File: config.mk
export PLATFORM = sky130hd
export DESIGN_NAME = mem_arbiter
export DESIGN_NICKNAME = d
export VERILOG_FILES = /design/src/rtl/mem_arb_pkg.sv /design/src/rtl/mem_arbiter_rr_pick2.sv /design/src/rtl/mem_arbiter.sv
export SDC_FILE = /design/constraint.sdc
export NUM_CORES = 1
export LEC_CHECK = 0
export BUFFER_PORTS_ARGS = -buffer_cell sky130_fd_sc_hd__clkbuf_2
export CORE_MARGIN = 1.5
export CORE_UTILIZATION = 41
export CTS_CLUSTER_SIZE = 40
export DETAILED_ROUTE_END_ITERATION = 16
export GPL_TIMING_DRIVEN = 0
export HOLD_SLACK_MARGIN = 0.03
export PLACE_DENSITY = 0.74
export RECOVER_POWER = 100
export SLEW_MARGIN = 30
export SYNTH_ARGS = -nofsm -noshare
export SYNTH_HDL_FRONTEND = slang
export SYNTH_SLANG_ARGS = --single-unit
File: constraint.sdc
create_clock -name clock -period 1.3 [get_ports clock]
set_input_delay 0.065 -clock clock [delete_from_list [all_inputs] [get_ports clock]]
set_output_delay 0.065 -clock clock [all_outputs]
set_load 0.03 [all_outputs]
File: src/rtl/mem_arb_pkg.sv
// Shared types and defaults for the two-port MCU memory arbiter.
package mem_arb_pkg;

  typedef enum logic [1:0] {
    IDLE   = 2'd0,
    ACCESS = 2'd1,
    DONE   = 2'd2
  } arb_state_t;

  localparam logic PORT_CPU = 1'b0;
  localparam logic PORT_DMA = 1'b1;

  localparam int DEF_AW      = 12;
  localparam int DEF_DW      = 16;
  localparam int DEF_TIMEOUT = 15;

endpackage

File: src/rtl/mem_arbiter_rr_pick2.sv
// Two-way round-robin picker: on a tie the port not granted last wins.
module rr_pick2 (
  input  logic [1:0] req,
  input  logic       last,
  output logic       id,
  output logic       vld
);

  always_comb begin
    vld = |req;
    id  = (req == 2'b11) ? ~last : req[1];
  end

endmodule

File: src/rtl/mem_arbiter.sv
// Serialises core (port 0) and loader/DMA (port 1) accesses onto the single
// MCU memory, with round-robin fairness and a ready timeout.
module mem_arbiter
  import mem_arb_pkg::*;
#(
  parameter int AW      = DEF_AW,
  parameter int DW      = DEF_DW,
  parameter int TIMEOUT = DEF_TIMEOUT
) (
  input  logic          clock,
  input  logic          reset,
  input  logic          req0,
  input  logic          req1,
  input  logic          we0,
  input  logic          we1,
  input  logic [AW-1:0] addr0,
  input  logic [AW-1:0] addr1,
  input  logic [DW-1:0] wdata0,
  input  logic [DW-1:0] wdata1,
  output logic          ack0,
  output logic          ack1,
  output logic          err0,
  output logic          err1,
  output logic [DW-1:0] rdata0,
  output logic [DW-1:0] rdata1,
  output logic          busy,
  output logic          owner,
  output logic          mem_en,
  output logic          mem_w,
  output logic [AW-1:0] mem_addr,
  output logic [DW-1:0] mem_wdata,
  input  logic [DW-1:0] mem_rdata,
  input  logic          mem_ready
);

  localparam int CW = $clog2(TIMEOUT + 1);

  arb_state_t           state;
  logic [CW-1:0]        cnt;
  logic [1:0]           ack_q, err_q;
  logic [1:0][DW-1:0]   rdata_q;

  logic                 pick_id, pick_vld;
  logic                 sel_we;
  logic [AW-1:0]        sel_addr;
  logic [DW-1:0]        sel_wdata;
  logic                 tmo;

  rr_pick2 u_pick (
    .req  ({req1, req0}),
    .last (owner),
    .id   (pick_id),
    .vld  (pick_vld)
  );

  always_comb begin
    sel_we    = pick_id ? we1    : we0;
    sel_addr  = pick_id ? addr1  : addr0;
    sel_wdata = pick_id ? wdata1 : wdata0;
    tmo       = (cnt == CW'(TIMEOUT - 1));
  end

  // The mem_* registers double as the request latches: they are loaded at
  // grant and held for the whole ACCESS, so requester changes are ignored.
  always_ff @(posedge clock) begin
    if (reset) begin
      state     <= IDLE;
      cnt       <= '0;
      owner     <= PORT_DMA;
      mem_en    <= 1'b0;
      mem_w     <= 1'b0;
      mem_addr  <= '0;
      mem_wdata <= '0;
      ack_q     <= '0;
      err_q     <= '0;
      rdata_q   <= '0;
    end else begin
      ack_q <= '0;
      err_q <= '0;
      case (state)
        IDLE: begin
          if (pick_vld) begin
            owner     <= pick_id;
            mem_en    <= 1'b1;
            mem_w     <= sel_we;
            mem_addr  <= sel_addr;
            mem_wdata <= sel_we ? sel_wdata : '0;
            cnt       <= '0;
            state     <= ACCESS;
          end
        end
        ACCESS: begin
          cnt <= cnt + 1'b1;
          if (mem_ready || tmo) begin
            if (mem_ready && !mem_w)
              rdata_q[owner] <= mem_rdata;
            ack_q[owner] <= 1'b1;
            err_q[owner] <= ~mem_ready;
            mem_en       <= 1'b0;
            mem_w        <= 1'b0;
            state        <= DONE;
          end
        end
        DONE:    state <= IDLE;
        default: state <= IDLE;
      endcase
    end
  end

  assign busy   = (state != IDLE);
  assign ack0   = ack_q[0];
  assign ack1   = ack_q[1];
  assign err0   = err_q[0];
  assign err1   = err_q[1];
  assign rdata0 = rdata_q[0];
  assign rdata1 = rdata_q[1];

endmodule
### Word-level counts from Yosys, hierarchy flattened

Cells that the tools add are included.
W data, S select, Z words.

| word-level totals | value |
|---|---|
| register bits | 73 |
| bits in latches | 0 |
| bits in writable memories | 0 |
| bits in read-only memories | 0 |
| input port bits | 79 |
| output and inout port bits | 68 |
| word-level logic and storage cells | 58 |
| memories kept | 0 |

| operators by class | value |
|---|---|
| $add $sub $neg | 1 |
| multiply operators | 0 |
| divide/modulo/power cells | 0 |
| magnitude comparators | 2 |
| eq/ne operators | 5 |
| shift-type cells | 0 |
| mux-type cells | 20 |
| bitwise logic cells | 5 |
| reductions and logical operators | 14 |

Operators by type and width:

| operator | count |
|---|---|
| $mux W16 | 3 |
| $bwmux W32 | 1 |
| $demux W16 S1 | 1 |
| $mux W12 | 1 |
| $pmux W4 S2 | 1 |
| $mux W1 | 6 |
| $reduce_and A2 Y1 | 3 |
| $reduce_and A3 Y1 | 2 |
| $add A4 B1 Y4 const B | 1 |
| $eq A4 B4 Y1 const B | 1 |
| $mux W2 | 2 |
| $mux W4 | 1 |
| $ne A2 B2 Y1 const B | 2 |
| $not A1 Y1 | 4 |
| $pmux W1 S2 | 2 |
| $pmux W2 S2 | 1 |
| $reduce_bool A2 Y1 | 2 |
| $reduce_or A3 Y1 | 1 |
| $and A2 B2 Y2 | 1 |
| $eq A2 B1 Y1 const B | 1 |
| $eq A2 B2 Y1 const B | 1 |
| $logic_and A1 B1 Y1 | 2 |
| $logic_not A2 Y1 | 1 |
| $lt A1 B2 Y1 const B | 1 |
| other kinds (5) | 5 |

### Longest topological paths before layout

| logic depth | value |
|---|---|
| word-level depth | 5 |
| mapped depth | 7 |
| gate-level depth less buffers | 7 |

### Modules after synthesis

A second synthesis with hierarchy kept.

| unflattened totals | value |
|---|---|
| cell total of the unflattened synthesis | 348 |
| area, all modules | 3086.7 µm² |

Modules (own cells, without submodules):

| module | instances | cells each | area an instance (µm²) | seq. area each (µm²) |
|---|---|---|---|---|
| mem_arbiter | 1 | 346 | 3072.9 | 1461.4 |
| rr_pick2 | 1 | 2 | 13.8 | 0.0 |

### Least setup slack after synthesis

Ideal clock, no wire load.

| timing path | value |
|---|---|
| path kind | reg-to-reg |
| from | reg owner |
| to | reg mem_wdata[10] |
| setup time | 0.119 ns |
| arrival | 1.347 ns |
| required time | 1.181 ns |
| slack | -0.165 ns |
| stages on the path, launching flop included | 6 |
| path buffers | 1 |
| clock period less this slack | 1.465 ns |
| path through | dfxtp_1 a21boi_1 a21o_1 o211ai_2 buf_2 o2bb2ai_1 |

| between the ends | value |
|---|---|
| word-level cells in the longest chain between the ends | 4 |
| elaborated cells on any way between the ends | 5 |
| those cells by class | mux: 4; bitwise: 1 |

Ends and longest elaborated chain:

| item | line | source |
|---|---|---|
| from (decl) | mem_arbiter.sv:27 | `output logic owner,` |
| from (signal assigned) | mem_arbiter.sv:83 | `owner <= pick_id;` |
| $not A1 Y1 * | mem_arbiter_rr_pick2.sv:11 | `id = (req == 2'b11) ? ~last : req[1];` |
| $mux W1 * | mem_arbiter_rr_pick2.sv:11 |  |
| $mux W16 or $mux W1 (tied branches) | mem_arbiter.sv:59, mem_arbiter.sv:57 |  |
| $mux W16 * | mem_arbiter.sv:87 | `mem_wdata <= sel_we ? sel_wdata : '0;` |
| to (signal assigned) | mem_arbiter.sv:87 |  |
| to (decl) | mem_arbiter.sv:31 | `output logic [DW-1:0] mem_wdata,` |

Every way passes the cells marked *; elsewhere a longest branch is shown, timed or not.
A chain may end at the register's enable or synchronous reset.

### Worst setup path after layout

| timing path | value |
|---|---|
| from | reg state[0] |
| to | reg owner |

| between the ends | value |
|---|---|
| word-level cells in the longest chain between the ends | 2 |

Ends and longest elaborated chain:

| item | line | source |
|---|---|---|
| from (decl) | mem_arbiter.sv:38 | `arb_state_t state;` |
| from (signal assigned) | mem_arbiter.sv:67 | `state <= IDLE;` |
| from (signal assigned) | mem_arbiter.sv:89 | `state <= ACCESS;` |
| from (signal assigned) | mem_arbiter.sv:101 | `state <= DONE;` |
| $logic_not A2 Y1 | mem_arbiter.sv:80 | `case (state)` |
| $reduce_and A2 Y1 (no source line) | - |  |

No other way between the ends.

==> key figures <==
STA
  • Max-slew violation count: 0
  • Maximum clock frequency: 0.681 GHz
  • Final Hold Fails: 0
  • Period utilization: 1.13
  • Min Clock Period, post-route: between 1000 and 1500 ps
  • # setup viols final: 67
  • RSZ-0062 raised after global routing: true
  • Min Hold Slack: ~67 ps
  • Relative slew margins: 0.604
  • Worst Skew: 14.2 ps
  • Setup TNS: -4970 ps
  • Worst Slack Setup Final: -168 ps
  • Worst-Margin Slew: ~600 ps

Routing
  • Detail Route Antenna Nets: 0
  • Vias per std cell: approximately 4.9
  • Avg WL per Cell: about 16 um
  • DRT met1 WL: around 4.2 mm
  • Via count: approximately 3100
  • Metal3 WL: 763 um
  • Metal2 WL: roughly 5 mm
  • Drt total wl: just over 10 mm
  • Initial DRT Pass Iterations: 4
  • Residual DRC: 0
  • 1st-iter DRT viols: 82
  • DR top layer: met4

Die
  • Die area: 7550 um^2
  • Die Ht: just under 90 um
  • Row cnt: 30
  • Core area: approximately 6800 um^2
  • Initial core utilization: 0.425
  • I/O Pins: 147
  • Die W: 86.9 um

Layout
  • Register area: ~1500 um^2
  • Final core occ: 0.764
  • Diodes inserted: 0
  • Layout fillers: 450
  • Area Overhead vs Synth: 79.8%
  • Nets: 615
  • Most frequent cells in the layout: 77 x clkbuf_2, 73 x dlygate4sd3_1, 72 x clkbuf_1
  • Commonest non-fill, non-tap cell in the layout: clkbuf_2
  • Multi-input gate area: between 1500 and 2000 um^2
  • Fraction of layout instances using a drive strength above 1: 0.327

Outcome
  • Failing checks: setup timing
  • Status: finished, violations left

CTS
  • Max Root-Sink Buffers: 2
  • Clk Latency, worst-skew pair: ~340 ps
  • Clock Tree Root: clkbuf_8
  • H-tree Lvls: 3
  • Worst-path clk slew: roughly 80 ps
  • CTS tree: built
  • Cts bufs inserted: 9
  • Clock sinks: 73

Logic synthesis
  • Leading area contributor after synthesis: dfxtp_1
  • Post-Syn Area per Cell: between 10 and 15 um^2
  • Register bit total from synthesis: 73
  • Post-synthesis cell area: ~2900 um^2
  • Cell count after synthesis: between 200 and 300
  • Syn Nets: 367
  • Synth top area cells: dfxtp_1 51%, mux2i_1 17%, nor2_1 6.8%
  • Seq/Total Area, Yosys: 0.506
  • Top cell type's share of synthesized area: 0.506
  • Yosys warning count: 0
  • Post-synth cell types: 39

Power
  • Leak Pwr: between 2 and 2.5 nW
  • Peak supply drop: slightly above 0.0006 V
  • Pwr dens: 1150 nW/um^2

Min path
  • Hold Startpoint: mem_ready
  • Hold WC Path Type: input pin to register

Critical path
  • Worst path arrival time: roughly 1700 ps
  • RR Startpoint: state[0]$_SDFFE_PP0P_
  • Crit end category: register
  • Setup crit start: state[0]$_SDFFE_PP0P_
  • Critical setup path kind: register to register
  • Required time worst endpoint: between 1500 and 2000 ps
  • Worst-path maximum fanout: 6
  • Worst setup SP type: register

Placed design
  • Gpl congestion: between 0.7 and 0.8
  • Hpwl dp: roughly 5.4 mm
  • Port Buffer Count: ~150

Global route
  • Antenna violations before repair: 0
  • Largest net degree at the start of global routing: 15
  • Gr ovfl total: 0
  • First-pass GRT wire length: between 15 and 20 mm
  • Tot GR Track Use: 0.271
  • Vias in the first global route: around 3200

Flow run
  • Max Cap Violations: 0
[kinds of logic (layout without fill, tap and decap cells)]
| logic type | count (synthesis) | in the layout | synth area share |
|---|---|---|---|
| buf+inv | 22 | 275 | 0.0477 |
| flops | 73 | 73 | 0.506 |
| fa+ha+maj | 2 | 2 | 0.00867 |
| mux | 48 | 48 | 0.166 |
| compound gates | 40 | 40 | 0.114 |
| simple gates | 101 | 101 | 0.157 |
[synth_stat cells (all sizes together)]
master,n
a211o,1
a211oi,2
a21boi,1
a21o,1
a21oi,3
a311oi,12
a31oi,2
and2,1
and2b,1
buf,15
clkbuf,5
dfxtp,73
ha,2
inv,2
mux2i,48
nand2,28
nand2b,2
nand3,2
nand4,1
nand4b,1
nor2,54
nor2b,1
nor3,4
nor4b,1
o211ai,1
o21ai,1
o2bb2ai,16
or2,4
or3,1
[area by class of cell]
type,count,area share
buffer,20,0.0374
timing repair buffer,237,0.321
inverter,2,0.00145
multi-input combinational,191,0.290
sequential,73,0.284
clock buffer,9,0.0239
tap,96,0.0231
clock inverter,7,0.0195
[routing by layer]
metal	vias up	track usage
met4	0	0.0968
met1	1464	0.316
met5	-	0
met3	16	0.0787
li1	1499	-
met2	155	0.472
[flip-flops by register name (all words and copies together), names as in the netlist]
name	count
ack_q	2
cnt	4
err_q	2
mem_addr	12
mem_en	1
mem_w	1
mem_wdata	16
owner	1
rdata0	16
rdata1	16
state	2
[path summary, 6_finish.rpt]
| kind | cells past startpoint | to | slack (ps) |
|---|---|---|---|
| min reg2reg | 1 | mem_wdata[15]$_SDFFE_PP0P_ | 480 |
| min | 4 | state[0]$_SDFFE_PP0P_ | 70 |
| max reg2reg | 5 | owner$_SDFFE_PP1P_ | -170 |
| max | 5 | owner$_SDFFE_PP1P_ | -170 |
[where the power goes]
part           internal (mW)  switching [mW]  total, mW
Combinational          0.691           0.804       1.49
Clock                   1.10           0.897       1.99
Sequential              2.37           0.109       2.48
Total                   4.16            1.81       5.97
[stage by stage]
step                      cells  total power, mW  worst slack, ps  instance area (um^2)
after floorplan             286             3.19            -83.3                  2960
after global placement      527             3.53             -225                  3800
after detailed placement    527             3.55             -263                  3800
after global routing        635             6.22             -207                  5190
after CTS                   635             5.98             -139                  5250
final                       635             5.97             -168                  5190
[worst max-delay path, stage by stage, from the launching register on]
cell     delay [ps]
dfxtp_4         370
or2_1           240
buf_6           150
or2_0           200
buf_4           170
a211o_1         250
[repair_timing]
action                                  in CTS  in global routing
hold buffers                                73                  0
endpoints found under the setup margin      61                 71
buffers inserted                            15                  0
gates cloned                                 4                  0
endpoints found under the hold margin       62                  0
pin swaps                                   22                  2
resized for setup                           53                  6
(Power assumes the default switching activity.)
